===== config.mk =====
export PLATFORM = sky130hd
export DESIGN_NAME = rgb_wrd2sout
export DESIGN_NICKNAME = d
export VERILOG_FILES = /design/src/rtl/rgb_pkg.sv /design/src/rtl/rgb_sout_bitgen.sv /design/src/rtl/rgb_wrd2sout.sv
export SDC_FILE = /design/constraint.sdc
export NUM_CORES = 1
export LEC_CHECK = 0
export BUFFER_PORTS_ARGS = -buffer_cell sky130_fd_sc_hd__buf_2
export CAP_MARGIN = 20
export CELL_PAD_IN_SITES_DETAIL_PLACEMENT = 0
export CELL_PAD_IN_SITES_GLOBAL_PLACEMENT = 1
export CORE_MARGIN = 5
export CORE_UTILIZATION = 41
export CTS_BUF_LIST = sky130_fd_sc_hd__clkbuf_4
export CTS_CLUSTER_SIZE = 24
export DETAILED_ROUTE_END_ITERATION = 6
export PLACE_DENSITY = 0.74
export SLEW_MARGIN = 40
export SYNTH_ARGS = -nofsm -noshare
export SYNTH_HDL_FRONTEND = slang
export SYNTH_SLANG_ARGS = --single-unit

===== constraint.sdc =====
create_clock -name clk -period 1.75 [get_ports clk]
set_input_delay 0.175 -clock clk [delete_from_list [all_inputs] [get_ports clk]]
set_output_delay 0.175 -clock clk [all_outputs]
set_load 0.05 [all_outputs]

===== src/rtl/rgb_pkg.sv =====
// Shared definitions for the WS2812b word/serial conversion paths (capture and transmit).
// Timing constants assume the 96 MHz PLL clock.
package rgb_pkg;

  localparam int BNUM_VALID          = 31;
  localparam int BNUM_STREAM_RESET   = 30;
  localparam int BNUM_FIRST_DATA_BIT = 23;
  localparam int BNUM_LAST_DATA_BIT  = 0;

  localparam int T0H_CLKS  = 38;    // 0.40 us
  localparam int T1H_CLKS  = 77;    // 0.80 us
  localparam int TBIT_CLKS = 120;   // 1.25 us
  localparam int TRST_CLKS = 5280;  // 55 us

  localparam int CNT_W     = 13;
  localparam int BIT_CNT_W = 7;
  localparam int IDX_W     = 5;

  typedef enum logic [2:0] {
    ST_IDLE,
    ST_FETCH,
    ST_LOAD,
    ST_BIT_HIGH,
    ST_BIT_LOW,
    ST_RST_LOW
  } state_t;

  function automatic logic [BIT_CNT_W-1:0] high_clks(input logic bit_val);
    return bit_val ? BIT_CNT_W'(T1H_CLKS) : BIT_CNT_W'(T0H_CLKS);
  endfunction

endpackage


===== src/rtl/rgb_sout_bitgen.sv =====
// Single-bit WS2812b waveform generator. The cycle with start=1 is the first high clock;
// bit_done marks the last low clock of the TBIT_CLKS period.
module rgb_sout_bitgen
  import rgb_pkg::*;
(
  input  logic clk,
  input  logic rst,
  input  logic start,
  input  logic bit_val,
  output logic sout,
  output logic bit_done
);

  logic [BIT_CNT_W-1:0] cnt;
  logic                 active;
  logic                 one_q;

  // NOTE: sequential state uses non-blocking assignments so every flop samples pre-edge values.
  always_ff @(posedge clk or posedge rst) begin
    if (rst) begin
      cnt    <= '0;
      active <= 1'b0;
      one_q  <= 1'b0;
    end else if (start) begin
      cnt    <= BIT_CNT_W'(1);
      active <= 1'b1;
      one_q  <= bit_val;
    end else if (active) begin
      if (bit_done) active <= 1'b0;
      else          cnt    <= cnt + BIT_CNT_W'(1);
    end
  end

  assign bit_done = active && (cnt == BIT_CNT_W'(TBIT_CLKS - 1));
  // The start cycle is high on its own so a bit can begin in the very cycle its data arrives.
  assign sout     = start || (active && (cnt < high_clks(one_q)));

endmodule


===== src/rtl/rgb_wrd2sout.sv =====
// Pops Status/G/R/B words from a FIFO and serialises them as a WS2812b stream,
// prefetching the next word so consecutive bits stay exactly one bit period apart.
module rgb_wrd2sout
  import rgb_pkg::*;
(
  input  logic        clk,
  input  logic        rst,
  input  logic [31:0] in_word,
  input  logic        in_rd_fifo_empty,
  output logic        out_rd_strobe,
  output logic        out_sout,
  output logic        out_busy,
  output logic        out_underrun
);

  state_t                           state, state_nxt;
  logic [BNUM_FIRST_DATA_BIT:0]     shreg;
  logic [IDX_W-1:0]                 bit_idx;
  logic [CNT_W-1:0]                 rst_cnt;
  logic                             from_low;
  logic                             underrun_q;

  logic word_valid, word_rst, is_data_word, last_bit;
  logic bg_start, bg_bit, bg_sout, bg_done;
  logic rd_strobe, load_data, load_rst, shift_en, set_underrun;
  logic unused_spare;

  assign word_valid   = in_word[BNUM_VALID];
  assign word_rst     = in_word[BNUM_STREAM_RESET];
  assign is_data_word = word_valid && !word_rst;
  assign last_bit     = (bit_idx == IDX_W'(BNUM_LAST_DATA_BIT));
  assign unused_spare = ^in_word[BNUM_STREAM_RESET-1:BNUM_FIRST_DATA_BIT+1];

  // A bit starts either in LOAD (data straight from the FIFO) or on re-entry to BIT_HIGH.
  assign bg_start = ((state == ST_LOAD) && is_data_word) || ((state == ST_BIT_HIGH) && from_low);
  assign bg_bit   = (state == ST_LOAD) ? in_word[BNUM_FIRST_DATA_BIT] : shreg[BNUM_FIRST_DATA_BIT];

  rgb_sout_bitgen u_bitgen (
    .clk      (clk),
    .rst      (rst),
    .start    (bg_start),
    .bit_val  (bg_bit),
    .sout     (bg_sout),
    .bit_done (bg_done)
  );

  always_comb begin
    // NOTE: every output of this block gets a default first, so no path can infer a latch.
    state_nxt    = state;
    rd_strobe    = 1'b0;
    load_data    = 1'b0;
    load_rst     = 1'b0;
    shift_en     = 1'b0;
    set_underrun = 1'b0;
    unique case (state)
      ST_IDLE: begin
        if (!in_rd_fifo_empty) begin
          rd_strobe = 1'b1;
          state_nxt = ST_FETCH;
        end
      end
      ST_FETCH: state_nxt = ST_LOAD;
      ST_LOAD: begin
        if (!word_valid) begin
          state_nxt = ST_IDLE;
        end else if (word_rst) begin
          load_rst  = 1'b1;
          state_nxt = ST_RST_LOW;
        end else begin
          load_data = 1'b1;
          state_nxt = ST_BIT_HIGH;
        end
      end
      ST_BIT_HIGH: begin
        if (!bg_sout) state_nxt = ST_BIT_LOW;
      end
      ST_BIT_LOW: begin
        if (bg_done) begin
          if (!last_bit) begin
            shift_en  = 1'b1;
            state_nxt = ST_BIT_HIGH;
          end else if (!in_rd_fifo_empty) begin
            // Pipelined read: the word lands in LOAD, which is the next bit's first high clock.
            rd_strobe = 1'b1;
            state_nxt = ST_LOAD;
          end else begin
            set_underrun = 1'b1;
            state_nxt    = ST_IDLE;
          end
        end
      end
      ST_RST_LOW: begin
        if (rst_cnt == '0) state_nxt = ST_IDLE;
      end
      default: state_nxt = ST_IDLE;
    endcase
  end

  always_ff @(posedge clk or posedge rst) begin
    if (rst) begin
      state      <= ST_IDLE;
      shreg      <= '0;
      bit_idx    <= '0;
      rst_cnt    <= '0;
      from_low   <= 1'b0;
      underrun_q <= 1'b0;
    end else begin
      state    <= state_nxt;
      from_low <= (state == ST_BIT_LOW);
      if (load_data) begin
        shreg   <= in_word[BNUM_FIRST_DATA_BIT:BNUM_LAST_DATA_BIT];
        bit_idx <= IDX_W'(BNUM_FIRST_DATA_BIT);
      end else if (shift_en) begin
        shreg   <= {shreg[BNUM_FIRST_DATA_BIT-1:0], 1'b0};
        bit_idx <= bit_idx - IDX_W'(1);
      end
      if (load_rst)            rst_cnt <= CNT_W'(TRST_CLKS - 1);
      else if (rst_cnt != '0)  rst_cnt <= rst_cnt - CNT_W'(1);
      if (set_underrun) underrun_q <= 1'b1;
    end
  end

  // IDLE would otherwise request a read while reset is still held.
  assign out_rd_strobe = rd_strobe && !rst;
  assign out_sout      = bg_sout;
  assign out_busy      = (state != ST_IDLE);
  assign out_underrun  = underrun_q;

endmodule


# ---- Word-level counts from Yosys, hierarchy flattened
# Index checks and enable logic that the tools add are counted.
dict set report word_totals {
  regBits 56
  input_bits 35
  elab_cells 84
}
dict set report classes {
  n_addsub 3
  magnitude_cmp 1
  eq_ne 11
  n_mux 40
  reduce_logical 20
}
# cell n
set ops {}
lappend ops {{$mux 24} 2}
lappend ops {{$mux 7} 4}
lappend ops {{$mux 13} 2}
lappend ops {{$mux 1} 20}
lappend ops {{$mux 3} 6}
lappend ops {{$pmux 3 s6} 1}
lappend ops {{$logic_not 13->1} 1}
lappend ops {{$reduce_bool 13->1} 1}
lappend ops {{$sub 13x1->13 const B} 1}
lappend ops {{$mux 5} 2}
lappend ops {{$ne 2x2->1 const B} 4}
lappend ops {{$add 7x1->7 const B} 1}
lappend ops {{$eq 7x7->1 const B} 1}
lappend ops {{$lt 7x7->1} 1}
lappend ops {{$eq 3x2->1 const B} 2}
lappend ops {{$eq 3x3->1 const B} 2}
lappend ops {{$logic_and 1x1->1} 6}
lappend ops {{$reduce_bool 2->1} 3}
lappend ops {{$logic_not 5->1} 1}
lappend ops {{$sub 5x1->5 const B} 1}
lappend ops {{$mux 2} 2}
lappend ops {{$reduce_and 4->1} 1}
lappend ops {{$eq 3x1->1 const B} 1}
lappend ops {{$logic_not 3->1} 1}
lappend ops {{6 further kinds} 8}

# ---- Longest topological paths before layout
dict set report logic_depth {
  ltp_word 7
  ltp_mapped 10
  mapped_depth_nobuf 7
}

# ---- Cells and area by module
# A second synthesis with hierarchy kept.
dict set report unflattened {
  hier_cells 307
  hier_area_um2 2949.1
}
# module n_inst cells_each area_each_um2
set by_module_without_submodules {}
lappend by_module_without_submodules {rgb_wrd2sout 1 251 2426.1}
lappend by_module_without_submodules {rgb_sout_bitgen 1 56 523.0}

# ---- Worst setup path after synthesis
# No wires, ideal clock.
dict set report synth_path {
  path_kind {reg-to-output}
  start {register state[0]}
  end {output out_rd_strobe}
  t_arrival_ps 2348
  t_required_ps 1575
  path_slack_ps -773
  path_stages_with_launch 4
  path_buffers 1
  path_cell_list {dfrtp_1 > clkbuf_2 > or3_1 > a211oi_1}
}
dict set report synth_via {
  elab_chain_cells 3
  elab_cells_between_ends 4
  cone_classes {eq/ne: 1; mux: 1; reduce/logical: 2}
}
# item line
set synth_lines {}
lappend synth_lines {{start, declared} rgb_wrd2sout.sv:16} ;# state_t state, state_nxt;
lappend synth_lines {{start signal, assigned} rgb_wrd2sout.sv:108} ;# state <= state_nxt;
lappend synth_lines {{$eq 3x3->1 / $logic_not 3->1 (equally long branches)} rgb_wrd2sout.sv:55} ;# unique case (state)
lappend synth_lines {{$pmux 1 s2 *} rgb_wrd2sout.sv:55}
lappend synth_lines {{$logic_and 1x1->1 *} rgb_wrd2sout.sv:124} ;# assign out_rd_strobe = rd_strobe && !rst;
lappend synth_lines {{end, declared} rgb_wrd2sout.sv:10} ;# output logic out_rd_strobe,
# Mark *: on every way between the ends. The rest lies on a longest branch, timed or not.

# ---- Worst setup path in the final report
dict set report layout_path {
  start {register u_bitgen.one_q}
  end {output out_sout}
}
dict set report layout_via {
  elab_chain_cells 4
}
# item line
set layout_lines {}
lappend layout_lines {{start, declared} rgb_sout_bitgen.sv:16} ;# logic one_q;
lappend layout_lines {{start signal, assigned} rgb_sout_bitgen.sv:27} ;# one_q <= bit_val;
lappend layout_lines {{$mux 7} rgb_pkg.sv:29} ;# return bit_val ? BIT_CNT_W'(T1H_CLKS) : BIT_CNT_W'(T0H_CLKS);
lappend layout_lines {{$lt 7x7->1} rgb_sout_bitgen.sv:36} ;# assign sout = start || (active && (cnt < high_clks(one_q)));
lappend layout_lines {{$logic_and 1x1->1} rgb_sout_bitgen.sv:36}
lappend layout_lines {{$logic_or 1x1->1} rgb_sout_bitgen.sv:36}
lappend layout_lines {{end, declared} rgb_wrd2sout.sv:11} ;# output logic out_sout,
# No other way between the ends.

==> reports/results.ini <==
[run_status]
status = finished with violations
violations = negative setup slack

[floorplanning]
die_h_um = 94.09
start_util = 0.4244
die_x_um = 94.09
rows = 30
core_area_um2 = 6832
io_pins = 39
die_area_um2 = 8853

[clocking]
numCtsBuffers = 5
clock_sinks = 56
cts.htree.levels = 2
cts_tree = built
cts_max_path_buffers = 2
cts_root_buf = clkbuf_4
cts.reportedPaths.clkPinSlew_ps = 150
clk_latency_ps = 370

[yosys]
yosys_warnings = 0
async_flop_share = 1.000
synth_seq_cells = 56
yosys.cell_count.top_type = dfrtp_1
netlist_top_cells_area = dfrtp_1 48%, nand2_1 7.0%, a22oi_1 3.9%
synth_top_area_frac = 0.4834
ys_seq_area_frac = 0.4834
ys.flop_type = dfrtp_1
yosysUniqueCellTypes = 57
synth_area_um2 = 2899
synth_common_cells = 56 x dfrtp_1, 54 x nand2_1, 28 x nor2_1, 15 x a22oi_1, 14 x a21oi_1
synth_nets = 346
syn_area_per_cell_um2 = 9.599
synth_edf_count = 0
yosys.area.top_type = dfrtp_1
synthCells = 302

[critical_path]
critPathBufInv = 2
start_kind = flop
critPathArrivalTime_ps = 1920
cp_max_fo = 4
critPathSlowestCell = dfrtp_2
crit_family = flip-flops
crit_type = reg2out
max_stage_delay_ps = 470
crit_path_end_kind = primary output
path_cells = buf_6, ha_1, a21oi_1, o31a_1, or2_4, buf_8
worstPathRequired_ps = 1570

[power]
ir_drop_uv = 526.9
power.leakage_nw = 2.023
power.density_nw_per_um2 = 1388

[detailed_routing]
drc_errors = 0
avgViaCountPerCell = 5.068
drt_pass1_iterations = 4
vias = 2595
drtIter0Drc = 103
finalWirelength_mm = 7.241
drtAntennaViolNets = 0
wl_per_cell_um = 14.14

[finish]
nNetsFinal = 460
ff_latch_area_um2 = 1404
n_antenna_cell = 0
areaGrowthSynthToFinish_pct = 53.22
final_util = 0.6502
multi_input_area_um2 = 1810
nFillCells = 579
stdcell_count = 512
drive_gt1_frac = 0.4976

[place]
numPortBuffers = 32
dp.cells = 469
dp_hpwl_mm = 4.654
place.gp.congestion = 0.7652
pre_cts_slack_ps = -163.4

[global_route]
overflow = 0
first_global_vias = 2740
grt_util_all_layers = 0.1756
antenna_found_initial = 0
grt_pass1_wl_mm = 12.56
grt_max_degree = 57

[timing]
timing.final.crit_share = 1.200
slew_violations = 0
finalSetupTns_ps = -3922
skew_ps = 6.644
slew_headroom = 0.7711
worstMarginPinSlew_ps = 340.2
worst_slack_ps = -349.7
rsz0062_at_grt = true
fin_hold_ws_ps = 37.19
fin_crit_ps = 2100
hold_viol = 0
fmax_ghz = 0.4763
setup_viol = 38

[worst_hold_path]
holdCritPathClass = in2reg

[run]
cap_violations = 0

## per-layer routing
| metal | up-vias | global-route usage | part of all wire |
|---|---|---|---|
| met5 | - | 0 | 0 |
| met4 | 0 | 0.03369 | 0.0065 |
| met3 | 5 | 0.03446 | 0.029 |
| met2 | 34 | 0.3111 | 0.49 |
| met1 | 1271 | 0.2223 | 0.48 |
| li1 | 1285 | - | - |
## sequential cells by signal, indices dropped and copies added, names as in the netlist
register / count
u_bitgen.one_q: 1
rst_cnt: 13
state: 3
u_bitgen.cnt: 7
out_underrun: 1
shreg: 24
from_low: 1
u_bitgen.active: 1
bit_idx: 5
## final timing paths
path,from,to,slack [ps],cells past startpoint
min,in_word[1],shreg[1],40,3
max in group asynchronous,rst,u_bitgen.one_q,1060,4
min reg2reg,out_underrun,out_underrun,480,1
max,u_bitgen.one_q,out_sout,-350,6
min in group asynchronous,rst,state[2],400,4
max reg2reg,bit_idx[0],shreg[4],-150,9
## cells in the final DEF, fill, tap and decap left out, drive strengths merged, types with 5 or more instances in the layout
| cell | synthesis | final |
|---|---|---|
| and3 | 5 | 5 |
| dlygate4sd3 | 0 | 19 |
| clkbuf | 3 | 6 |
| a21oi | 14 | 14 |
| dfrtp | 56 | 56 |
| ha | 9 | 9 |
| o21ai | 10 | 10 |
| xnor2 | 9 | 9 |
| nor3 | 7 | 7 |
| a22oi | 15 | 15 |
| nand3 | 9 | 9 |
| nand2 | 54 | 54 |
| xor2 | 5 | 5 |
| buf | 9 | 100 |
| inv | 11 | 11 |
| nor2 | 30 | 30 |
| or3 | 5 | 5 |
## area by class of cell
cell class | instances | share of cell area
Clock inverter | 1 | 0.001127
Clock buffer | 6 | 0.01014
Inverter | 11 | 0.009859
Timing Repair Buffer | 119 | 0.2282
Tap cell | 96 | 0.02704
Multi-Input combinational cell | 223 | 0.4076
Sequential cell | 56 | 0.3161
## worst reg2reg max path, stage by stage, from the launching register on
cell,delay [ps]
dfrtp_1,420
inv_2,80
ha_4,120
or4b_4,470
and4_4,180
buf_12,140
nor2_4,150
buf_8,160
nand2_2,60
nand2_2,60
## cells by family (layout without fill, tap and decap cells)
kind of cell             count (synthesis)  count (layout)  synth area share
AO/OA/AOI/OAI                           58              58            0.1360
XOR/XNOR                                14              14           0.04230
adder cells (fa/ha/maj)                  9               9           0.03884
buffers and inverters                   23             137           0.03668
flip-flops                              56              56            0.4834
multiplexers                             3               3           0.01036
AND/OR/NAND/NOR                        139             139            0.2525
## through the flow
stage               power, mW  area (µm²)
global placement        4.866        3680
global route            6.652        4442
detailed placement      4.941        3680
floorplan               3.963        3084
CTS                     5.797        4193
finish                  6.164        4442
## where the power goes
group / switching [mW] / internal [mW] / total [mW]
sequential: 0.543 / 1.86 / 2.40
combinational: 1.54 / 1.66 / 3.20
clock: 0.403 / 0.165 / 0.568
total: 2.48 / 3.68 / 6.16
## what timing repair did
item / CTS / global route
endpoints found under the hold margin: 69 / 5
resized for setup: 45 / 59
cloned: 3 / 0
setup endpoints to repair: 36 / 49
pin swaps: 37 / 35
hold buffers: 14 / 5
setup buffers: 9 / 10
No activity file was read; power rests on OpenSTA's default activity.
